### src/rtl/dist_law_pkg.sv
// Shared types for the distributive-law engine: FSM states and output-width helper.
package dist_law_pkg;

    typedef enum logic [2:0] {
        StIdle,
        StMulS,
        StMulB,
        StMulC,
        StDone
    } state_e;

    localparam int unsigned ERR_CNT_W = 16;

    function automatic int unsigned out_width(input int unsigned width);
        return 2 * width + 1;
    endfunction

endpackage

### src/rtl/booth_mul_seq.sv
// Radix-2 Booth sequential signed multiplier: N steps from start to a one-cycle done pulse.
// The first step is taken on the start edge, so done is high N-1 cycles after start.
module booth_mul_seq #(
    parameter int unsigned N = 5
) (
    input  logic           clk,
    input  logic           rst_n,
    input  logic           start,
    input  logic [N-1:0]   x,
    input  logic [N-1:0]   y,
    output logic           busy,
    output logic           done,
    output logic [2*N-1:0] p
);

    localparam int unsigned CW = $clog2(N + 1);

    logic signed [N:0] acc_q, m_q;
    logic [N-1:0]      q_q;
    logic              q1_q;
    logic [CW-1:0]     cnt_q;
    logic              busy_q;

    logic signed [N:0] acc_cur, m_cur, acc_sum, acc_nxt;
    logic [N-1:0]      q_cur, q_nxt;
    logic              q1_cur, q1_nxt;

    // A start restarts from a clean accumulator, even while a previous product is on p.
    always_comb begin
        acc_cur = acc_q;
        m_cur   = m_q;
        q_cur   = q_q;
        q1_cur  = q1_q;
        if (start) begin
            acc_cur = '0;
            m_cur   = $signed({x[N-1], x});
            q_cur   = y;
            q1_cur  = 1'b0;
        end
        case ({q_cur[0], q1_cur})
            2'b01:   acc_sum = acc_cur + m_cur;
            2'b10:   acc_sum = acc_cur - m_cur;
            default: acc_sum = acc_cur;
        endcase
        acc_nxt = {acc_sum[N], acc_sum[N:1]};
        q_nxt   = {acc_sum[0], q_cur[N-1:1]};
        q1_nxt  = q_cur[0];
    end

    always_ff @(posedge clk or negedge rst_n) begin
        if (!rst_n) begin
            acc_q  <= '0;
            m_q    <= '0;
            q_q    <= '0;
            q1_q   <= 1'b0;
            cnt_q  <= '0;
            busy_q <= 1'b0;
        end else if (start || (busy_q && !done)) begin
            acc_q  <= acc_nxt;
            m_q    <= m_cur;
            q_q    <= q_nxt;
            q1_q   <= q1_nxt;
            cnt_q  <= start ? CW'(1) : cnt_q + CW'(1);
            busy_q <= 1'b1;
        end else if (done) begin
            busy_q <= 1'b0;
        end
    end

    assign done = busy_q && (cnt_q == CW'(N));
    assign busy = busy_q;
    assign p    = {acc_q[N-1:0], q_q};

endmodule

### src/rtl/dist_law_seq.sv
// Sequential engine computing a*(b+c) and a*b+a*c on one shared Booth multiplier.
// Optional mismatch counter on err_cnt is built only when DIST_LAW_ERRCNT_EN is defined.
module dist_law_seq
    import dist_law_pkg::*;
#(
    parameter int unsigned WIDTH = 4
) (
    input  logic                          clk,
    input  logic                          rst_n,
    input  logic                          in_valid,
    output logic                          in_ready,
    input  logic [WIDTH-1:0]              a,
    input  logic [WIDTH-1:0]              b,
    input  logic [WIDTH-1:0]              c,
    output logic                          out_valid,
    input  logic                          out_ready,
    output logic [out_width(WIDTH)-1:0]   out1,
    output logic [out_width(WIDTH)-1:0]   out2,
    output logic                          match,
    output logic [ERR_CNT_W-1:0]          err_cnt
);

    localparam int unsigned N  = WIDTH + 1;
    localparam int unsigned OW = out_width(WIDTH);

    state_e state_q, state_d;
    logic   live_q;

    logic signed [N-1:0]  a_q, b_q, c_q;
    logic signed [N-1:0]  a_ext, b_ext, c_ext, s_ext;
    logic signed [OW-1:0] p1_q, pb_q, out1_q, out2_q;
    logic signed [OW-1:0] prod, out2_d;
    logic                 match_q, match_d;

    logic                 accept, done_entry;
    logic                 mul_start, mul_busy, mul_done;
    logic [N-1:0]         mul_x, mul_y;
    logic [2*N-1:0]       mul_p;
    logic                 unused_mul;

    assign a_ext  = $signed({a[WIDTH-1], a});
    assign b_ext  = $signed({b[WIDTH-1], b});
    assign c_ext  = $signed({c[WIDTH-1], c});
    assign s_ext  = b_ext + c_ext;
    assign accept = in_valid && in_ready;

    // Product is exact in 2*WIDTH+1 bits; the top Booth bit is pure sign.
    assign prod       = $signed(mul_p[OW-1:0]);
    assign unused_mul = ^{mul_busy, mul_p[2*N-1]};
    assign out2_d     = pb_q + prod;
    assign match_d    = (p1_q == out2_d);

    // a*s is started straight from the inputs so each multiply state lasts N cycles.
    always_comb begin
        state_d    = state_q;
        mul_start  = 1'b0;
        mul_x      = a_q;
        mul_y      = b_q;
        done_entry = 1'b0;
        unique case (state_q)
            StIdle: begin
                if (accept) begin
                    mul_start = 1'b1;
                    mul_x     = a_ext;
                    mul_y     = s_ext;
                    state_d   = StMulS;
                end
            end
            StMulS: begin
                if (mul_done) begin
                    mul_start = 1'b1;
                    mul_y     = b_q;
                    state_d   = StMulB;
                end
            end
            StMulB: begin
                if (mul_done) begin
                    mul_start = 1'b1;
                    mul_y     = c_q;
                    state_d   = StMulC;
                end
            end
            StMulC: begin
                if (mul_done) begin
                    done_entry = 1'b1;
                    state_d    = StDone;
                end
            end
            StDone: begin
                if (out_ready) begin
                    state_d = StIdle;
                end
            end
            default: state_d = StIdle;
        endcase
    end

    always_ff @(posedge clk or negedge rst_n) begin
        if (!rst_n) begin
            state_q <= StIdle;
            live_q  <= 1'b0;
            a_q     <= '0;
            b_q     <= '0;
            c_q     <= '0;
            p1_q    <= '0;
            pb_q    <= '0;
            out1_q  <= '0;
            out2_q  <= '0;
            match_q <= 1'b0;
        end else begin
            state_q <= state_d;
            live_q  <= 1'b1;
            if (accept) begin
                a_q <= a_ext;
                b_q <= b_ext;
                c_q <= c_ext;
            end
            if (state_q == StMulS && mul_done) begin
                p1_q <= prod;
            end
            if (state_q == StMulB && mul_done) begin
                pb_q <= prod;
            end
            // Visible results change only here, so they hold through backpressure and after.
            if (done_entry) begin
                out1_q  <= p1_q;
                out2_q  <= out2_d;
                match_q <= match_d;
            end
        end
    end

    booth_mul_seq #(
        .N(N)
    ) u_mul (
        .clk   (clk),
        .rst_n (rst_n),
        .start (mul_start),
        .x     (mul_x),
        .y     (mul_y),
        .busy  (mul_busy),
        .done  (mul_done),
        .p     (mul_p)
    );

`ifdef DIST_LAW_ERRCNT_EN
    logic [ERR_CNT_W-1:0] err_cnt_q;

    always_ff @(posedge clk or negedge rst_n) begin
        if (!rst_n) begin
            err_cnt_q <= '0;
        end else if (done_entry && !match_d && (err_cnt_q != {ERR_CNT_W{1'b1}})) begin
            err_cnt_q <= err_cnt_q + 1'b1;
        end
    end

    assign err_cnt = err_cnt_q;
`else
    assign err_cnt = '0;
`endif

    assign in_ready  = live_q && (state_q == StIdle);
    assign out_valid = (state_q == StDone);
    assign out1      = out1_q;
    assign out2      = out2_q;
    assign match     = match_q;

endmodule

### config.mk
export PLATFORM = sky130hd
export DESIGN_NAME = dist_law_seq
export DESIGN_NICKNAME = d
export VERILOG_FILES = /design/src/rtl/dist_law_pkg.sv /design/src/rtl/booth_mul_seq.sv /design/src/rtl/dist_law_seq.sv
export SDC_FILE = /design/constraint.sdc
export NUM_CORES = 1
export LEC_CHECK = 0
export ABC_CLOCK_PERIOD_IN_PS = 3720
export CAP_MARGIN = 30
export CORE_MARGIN = 2
export CORE_UTILIZATION = 25
export DETAILED_ROUTE_END_ITERATION = 10
export GPL_ROUTABILITY_DRIVEN = 0
export GPL_TIMING_DRIVEN = 1
export SYNTH_ARGS = -nofsm -noshare
export SYNTH_HDL_FRONTEND = slang
export SYNTH_SLANG_ARGS = --single-unit
### constraint.sdc
create_clock -name clk -period 3.72 [get_ports clk]
set_input_delay 0.558 -clock clk [delete_from_list [all_inputs] [get_ports clk]]
set_output_delay 0.558 -clock clk [all_outputs]
set_load 0.03 [all_outputs]
## After elaboration in Yosys (flattened, before gate mapping)

Cells that the tools add are included.

- Flip-flop bits (word level): 75
- Logic and storage cells: 69
- Output and inout bits: 37

- Multiplexer cells: 23
- Equality and inequality tests: 13
- $add $sub $neg: 5
- Reduce and logical (&&, ||, !) cells: 12

Operators by type and width:

| operator | count |
|---|---|
| $mux 5 | 5 |
| $mux 3 | 6 |
| $pmux 3 s5 | 1 |
| $mux 6 | 2 |
| $pmux 6 s2 | 1 |
| $pmux 5 s2 | 1 |
| $add 9x9->9 | 1 |
| $eq 9x9->1 | 1 |
| $ne 2x2->1 const B | 4 |
| $add 6x6->6 | 1 |
| $eq 3x2->1 const B | 2 |
| $eq 3x3->1 const B | 2 |
| $logic_and 1x1->1 | 6 |
| $mux 1 | 6 |
| $sub 6x6->6 | 1 |
| $add 4x4->5 | 1 |
| $reduce_and 5->1 | 1 |
| $add 3x1->3 const B | 1 |
| $eq 3x1->1 const B | 1 |
| $logic_not 3->1 | 1 |
| $eq 2x1->1 const B | 1 |
| $eq 2x2->1 const B | 1 |
| $ne 2x1->1 const B | 1 |
| $pmux 1 s2 | 1 |
| other kinds (4) | 4 |

## Depth between registers and ports, before layout

Gate-level depths: netlist of run 1.

- Word-level depth: 8
- Gate-level depth with buffers: 18

## Cells and area by module

A second synthesis of run 1 with hierarchy kept.

- Cell total of the unflattened synthesis: 425
- Area total of the unflattened synthesis: 4310.4 sq um

By module, submodules not included:

| module | times used | cells an instance | area an instance (sq um) | seq. area each (sq um) |
|---|---|---|---|---|
| dist_law_seq | 1 | 288 | 2980.4 | 1351.3 |
| booth_mul_seq | 1 | 137 | 1330.0 | 525.5 |

## Least setup slack after synthesis of run 1

Ideal clock, no wire load.

- Path kind: flip-flop to flip-flop
- Start: reg state_q[0]
- End: reg, netlist name u_mul.acc_q[4]
- Arrival: 3.331 ns
- Setup slack: 0.313 ns
- Cell stages (with the launch flop): 19
- Setup time: 0.076 ns
- Clock period less this slack: 3.407 ns
- Cell sequence: dfrtp_1 -> buf_4 -> nor3_2 -> nand2_1 -> clkbuf_1 -> nand2_1 -> a21oi_1 -> a221oi_1 -> a21oi_1 -> ha_1 -> mux2i_1 -> ha_1 -> nor2b_1 -> o21a_1 -> o21ai_0 -> a21oi_1 -> xor2_1 -> xnor3_1 -> o21ai_1

- Longest elaborated chain between the ends: 8

RTL lines:

| item | line | source |
|---|---|---|
| from (decl) | dist_law_seq.sv:26 | `state_e state_q, state_d;` |
| from (signal assigned) | dist_law_seq.sv:100 | `state_q <= StIdle;` |
| from (signal assigned) | dist_law_seq.sv:111 | `state_q <= state_d;` |
| $logic_not 3->1 | dist_law_seq.sv:60, dist_law_seq.sv:162 |  |
| $logic_and 1x1->1 | dist_law_seq.sv:162 | `assign in_ready = live_q && (state_q == StIdle);` |
| $logic_and 1x1->1 | dist_law_seq.sv:45 | `assign accept = in_valid && in_ready;` |
| $mux 5 / $mux 1 (equally long branches) | dist_law_seq.sv:62 | `if (accept) begin` |
| $pmux 5 s2 / $pmux 1 s2 (equally long branches) | dist_law_seq.sv:60 | `unique case (state_q)` |
| $mux 5 * | booth_mul_seq.sv:34 | `if (start) begin` |
| net u_mul.q_cur[0] | booth_mul_seq.sv:25 | `logic [N-1:0] q_cur, q_nxt;` |
| $eq 2x2->1 / $eq 2x1->1 (equally long branches) | booth_mul_seq.sv:40 | `case ({q_cur[0], q1_cur})` |
| $pmux 6 s2 * | booth_mul_seq.sv:40 |  |

The timed path passes the listed nets; every way through them passes the cells marked *.
A chain may end at the register's enable or synchronous reset.

## Worst setup path in the final report of run 1

- Start: reg state_q[0]
- End: reg, netlist name u_mul.acc_q[4]

- Longest elaborated chain between the ends: 8

RTL lines:

| item | line |
|---|---|
| $logic_not 3->1 | dist_law_seq.sv:60, dist_law_seq.sv:162 |
| $logic_and 1x1->1 | dist_law_seq.sv:162 |
| $logic_and 1x1->1 | dist_law_seq.sv:45 |
| $mux 5 / $mux 1 (equally long branches) | dist_law_seq.sv:62 |
| $pmux 5 s2 / $pmux 1 s2 (equally long branches) | dist_law_seq.sv:60 |
| $mux 5 * | booth_mul_seq.sv:34 |
| net u_mul.q_cur[0] | booth_mul_seq.sv:25 |
| $eq 2x2->1 / $eq 2x1->1 (equally long branches) | booth_mul_seq.sv:40 |
| $pmux 6 s2 * | booth_mul_seq.sv:40 |

Marked as above.

==> results.toml, run 1 <==
[outcome]
outcome = "finished clean"

[cts]
htreeDepth = 3
cts.sinks = 75
cts_setup_buffers = 0
clkTransAtPathRegs_ns = 0.06
clockBufferDepth = 2
cts_tree = "built"
clock_latency_ns = 0.34
cts_buffers = 9
clockRootBuffer = "clkbuf_16"

[global_route]
grt_pass1_vias = 3107
grt_pass1_wl_um = 15500
grt_max_degree = 42
antenna_found_initial = 0
grt_overflow = 0
grt_usage_pct = 10.8

[timing]
setup_violations = 0
min_period_over_period_pct = 92.4
skew_ns = 0.00678
slew_headroom_pct = 62.6
fmax_ghz = 0.291
hold_slack_ns = 0.477
final_max_slew_viol_count = 0
tightestPinTransition_ns = 0.561
rsz0062_at_grt = "no"
final.min_clock_period_ns = 3.44
hold_viol_final = 0

[power]
p_per_area_mw_per_mm2 = 992
power_uw = 5210
p_leak_uw = 0.00251
ir_worst_vdd_uv = 309

[die]
die_area_mm2 = 0.0180
start_util_pct = 25.5
core_mm2 = 0.0166
die_y_um = 134
io-pin-count = 53
rows = 47
die_width_um = 134

[synth]
yosysMostFrequentCell = "nand2_1"
synth.avg_cell_area_um2 = 9.62
synth-warning-count = 0
seq_area_frac_synth_pct = 44.3
yosys-top-cells-area = "dfrtp_1 (44%), nand2_1 (9.3%), ha_1 (6.5%)"
ys_types = 53
synth_ff_type = "dfrtp_1"
yosysTopAreaCell = "dfrtp_1"
synth_edf_count = 0
synth_seq_cells = 75
syn_area_mm2 = 0.00423
yosys-top-cells-count = "nand2_1 (105), dfrtp_1 (75), ha_1 (22)"
syn_inst = 440
synth.top_cell.area_share_pct = 44.3
async_flop_share_pct = 100

[critical_path]
worstReg2RegEnd = "u_mul.acc_q[4]"
critPathTopFamily = "compound AO/OA/AOI/OAI gates"
r2r_cells = 16
crit_arrival_ns = 3.71
cp.depth = 16
crit_type = "reg2reg"
timing.rr.start = "state_q[0]"
start_kind = "flip-flop"
worst-path-buf-inv = 0
r2r_setup_slack_ns = 0.28
crit_end = "u_mul.acc_q[4]"
endpoint_kind = "flip-flop"
crit_chain = "or3_1 -> nor2_4 -> nand2_1 -> a21oi_1 -> a221oi_1 -> a21oi_1 -> ha_2 -> mux2i_2 -> ha_1 -> nor2b_1 -> o21a_1 -> o21ai_1 -> a21oi_1 -> xor2_1 -> xnor3_1 -> o21ai_1"
crit_slowest_cell = "or3_1"
worstPathRequired_ns = 3.99
cpMostUsedCell = "a21oi_1"
slowest_delay_ns = 0.47
crit_path_start = "state_q[0]"
cp_max_fo = 5

[flow_run]
cap_violations = 0

[route]
ant_nets = 0
routed-wl-met3_um = 495
wire_per_inst_um = 12.4
drcViolationCount = 0
vias_per_cell = 4.33
drtIter0Drc = 133
wl_met2_um = 3950
vias = 3112
wirelength_met1_um = 4410
totalWireLength_um = 8920
drtPass1Iterations = 4
top_layer_used = "met4"

[placement]
numPortBuffers = 36
dp_hpwl_um = 6790

[hold_path]
hold_class = "reg2reg"
min_path_cells = 2

[final_layout]
final_layout_size_suffix_gt1_share_pct = 10.6
antennaDiodeCount = 0
area_delta_synth_final_pct = 24.0
nets = 534
worst reg2reg max path, stage by stage (launching register included):
cell and delay [ns]:
dfrtp_1 0.45, or3_1 0.47, nor2_4 0.13, nand2_1 0.06, a21oi_1 0.14, a221oi_1 0.08, a21oi_1 0.23, ha_2 0.25
mux2i_2 0.23, ha_1 0.25, nor2b_1 0.12, o21a_1 0.17, o21ai_1 0.16, a21oi_1 0.10, xor2_1 0.15, xnor3_1 0.24
o21ai_1 0.12
worst min path at each step:
stage                 start       to  slack (ns)
global route         c_q[3]   c_q[3]        0.50
detailed placement   a_q[0]   a_q[0]        0.46
global placement    out2[1]  out2[1]        0.46
finish              out2[5]  out2[5]        0.48
floorplan             rst_n   a_q[0]        0.26
CTS                   rst_n   a_q[3]        0.39
layout by cell type (no fill, tap or decap), types with 16 or more instances in the layout:
master           instances
a21oi_1                 21
buf_4                   20
clkdlybuf4s50_1         35
conb_1                  17
dfrtp_1                 75
ha_1                    21
inv_1                   16
mux2_1                  18
nand2_1                105
nor2_1                  20
o21ai_1                 19
final cells by class:
cell class | instances | area (um^2)
Tap cell | 220 | 275
Inverter | 17 | 63.8
Clock buffer | 10 | 239
Multi-Input combinational cell | 332 | 2160
Clock inverter | 6 | 95.1
Sequential cell | 75 | 1880
Fill cell | 1723 | 11300
Timing Repair Buffer | 58 | 536
where the power goes:
| part | internal, uW | switching [uW] | total (uW) |
|---|---|---|---|
| clock network | 612 | 356 | 968 |
| logic | 1300 | 1490 | 2790 |
| registers | 1180 | 275 | 1450 |
repair_timing:
item                                    in CTS  in global routing
endpoints found under the hold margin        0                  1
hold buffers                                 0                  1
endpoints found under the setup margin       0                  1
gates resized for setup                      0                  4
state kept, by name, indices dropped and copies added, names as in the netlist, 5 cells and up:
name,flops
out1,9
out2,9
p1_q,9
pb_q,9
u_mul.m_q,6
a_q,5
u_mul.acc_q,5
u_mul.q_q,5
per-stage QoR:
stage	cells	setup TNS [ns]	utilization, %	setup WS [ns]	cell area (um^2)
2_1_floorplan	455	0	-	0.313	4290
3_3_place_gp	700	0	29.4	0.0299	4870
3_5_place_dp	700	-0.0308	29.4	-0.0308	4870
4_1_cts	716	0	31.4	0.190	5210
5_1_grt	718	0	31.6	0.00637	5250
6_report	718	0	31.6	0.283	5250
routing by layer:
| metal | vias to the layer above | track usage (%) |
|---|---|---|
| li1 | 1567 | - |
| met1 | 1472 | 14.7 |
| met2 | 69 | 16.7 |
| met3 | 4 | 3.21 |
| met4 | 0 | 3.22 |
| met5 | - | 0 |
cell families after synthesis:
| kind of cell | share of synthesized area [%] |
|---|---|
| and+or+nand+nor | 16.5 |
| AOI/OAI and AO/OA | 12.1 |
| DFF | 44.3 |
| buffers and inverters | 6.12 |
| xor gates and xnor gates | 6.83 |
| adders and majority gates | 7.92 |
| muxes | 6.00 |
| other | 0.177 |
(Power assumes the default switching activity.)
==> inputs of run 2 (changes only) <==
- MAX_ROUTING_LAYER: default -> met4
==> results.toml, run 2 (same netlist as run 1, synthesis figures left out) <==
[outcome]
outcome = "finished clean"

[final_layout]
multi_input_area_mm2 = 0.00216
fin_cells = 718
n_fill_cell = 1723
antennaDiodeCount = 0
area_delta_synth_final_pct = 24.0
nets = 534
regArea_mm2 = 0.00188
layout_commonest_cell = "nand2_1"
final_cell_mix = "nand2_1 (105), dfrtp_1 (75), clkdlybuf4s50_1 (35)"
final_layout_size_suffix_gt1_share_pct = 10.6

[cts]
cts_setup_buffers = 0
htreeDepth = 3
clock_latency_ns = 0.34
clockRootBuffer = "clkbuf_16"
cts_tree = "built"
clkTransAtPathRegs_ns = 0.06
cts_buffers = 9
clockBufferDepth = 2
cts.sinks = 75

[die]
die_y_um = 134
io-pin-count = 53
die_width_um = 134
start_util_pct = 25.5
core_mm2 = 0.0166
rows = 47
die_area_mm2 = 0.0180

[timing]
slew_headroom_pct = 62.4
hold_slack_ns = 0.475
skew_ns = 0.00667
rsz0062_at_grt = "no"
hold_viol_final = 0
final.min_clock_period_ns = 3.43
fmax_ghz = 0.291
setup_violations = 0
tightestPinTransition_ns = 0.563
min_period_over_period_pct = 92.3
final_max_slew_viol_count = 0

[critical_path]
r2r_setup_slack_ns = 0.29
endpoint_kind = "flip-flop"
cpMostUsedCell = "a21oi_1"
slowest_delay_ns = 0.47
crit_arrival_ns = 3.70
worst-path-buf-inv = 0
start_kind = "flip-flop"
critPathTopFamily = "compound AO/OA/AOI/OAI gates"
crit_slowest_cell = "or3_1"
crit_type = "reg2reg"
cp_max_fo = 5
worstPathRequired_ns = 3.99
crit_chain = "or3_1 -> nor2_4 -> nand2_1 -> a21oi_1 -> a221oi_1 -> a21oi_1 -> ha_2 -> mux2i_2 -> ha_1 -> nor2b_1 -> o21a_1 -> o21ai_1 -> a21oi_1 -> xor2_1 -> xnor3_1 -> o21ai_1"

[route]
ant_nets = 0
totalWireLength_um = 8950
drtPass1Iterations = 5
drtIter0Drc = 125
drcViolationCount = 0
vias_per_cell = 4.36
vias = 3128
wire_per_inst_um = 12.5

[placement]
placedCellCount = 700
dp_hpwl_um = 6790
numPortBuffers = 36

[hold_path]
hold_class = "reg2reg"

[global_route]
grt_max_degree = 42
grt_pass1_vias = 3108
grt_overflow = 0
grt_usage_pct = 11.1
grt_pass1_wl_um = 15500
antenna_found_initial = 0

[power]
power_uw = 5210
p_leak_uw = 0.00251
p_per_area_mw_per_mm2 = 993
ir_worst_vdd_uv = 308

[flow_run]
cap_violations = 0
run 2: timing repair:
action,in CTS,in global routing
hold buffers,0,1
endpoints found under the hold margin,0,1
setup endpoints to repair,0,1
gates resized for setup,0,4
run 2: final timing paths:
kind                             from  cells after the start              to
max                        state_q[0]                     16  u_mul.acc_q[4]
min                            a_q[0]                      2          a_q[0]
max reg2reg                state_q[0]                     16  u_mul.acc_q[4]
min reg2reg                    a_q[0]                      2          a_q[0]
max in group asynchronous       rst_n                      4         out1[0]
min in group asynchronous       rst_n                      2          a_q[3]
run 2: where the power goes:
part / switching [uW] / internal, uW
combinational: 1490 / 1300
clock: 355 / 612
sequential: 274 / 1180
run 2: worst register-to-register path: stages (launching register included):
cell and delay [ns]:
dfrtp_1 0.45, or3_1 0.47, nor2_4 0.13, nand2_1 0.06, a21oi_1 0.14, a221oi_1 0.08
a21oi_1 0.22, ha_2 0.25, mux2i_2 0.23, ha_1 0.25, nor2b_1 0.12, o21a_1 0.17
o21ai_1 0.15, a21oi_1 0.10, xor2_1 0.15, xnor3_1 0.24, o21ai_1 0.12
run 2: metal layers:
layer	GRT usage (%)	vias up	share of wire (%)
li1	-	1566	-
met1	14.8	1483	50
met2	16.7	74	44
met3	3.06	5	5.3
met4	3.22	0	0.93
met5	-	-	0
run 2: metrics by stage:
| stage | utilization (%) | setup TNS, ns | cell area [um^2] | worst slack (ns) |
|---|---|---|---|---|
| final | 31.6 | 0 | 5250 | 0.287 |
| after global routing | 31.6 | 0 | 5250 | 0.00637 |
| after CTS | 31.4 | 0 | 5210 | 0.190 |
| after detailed placement | 29.4 | -0.0308 | 4870 | -0.0308 |
| after global placement | 29.4 | 0 | 4870 | 0.0299 |
| after floorplan | - | 0 | 4290 | 0.313 |
run 2: area by class of cell:
class | count | area share, %
inverters | 17 | 1.22
clock buffers | 10 | 4.55
repair buffers | 58 | 10.2
well taps | 220 | 5.25
clock inverters | 6 | 1.81
multi-input cells | 332 | 41.2
flip-flops and latches | 75 | 35.8
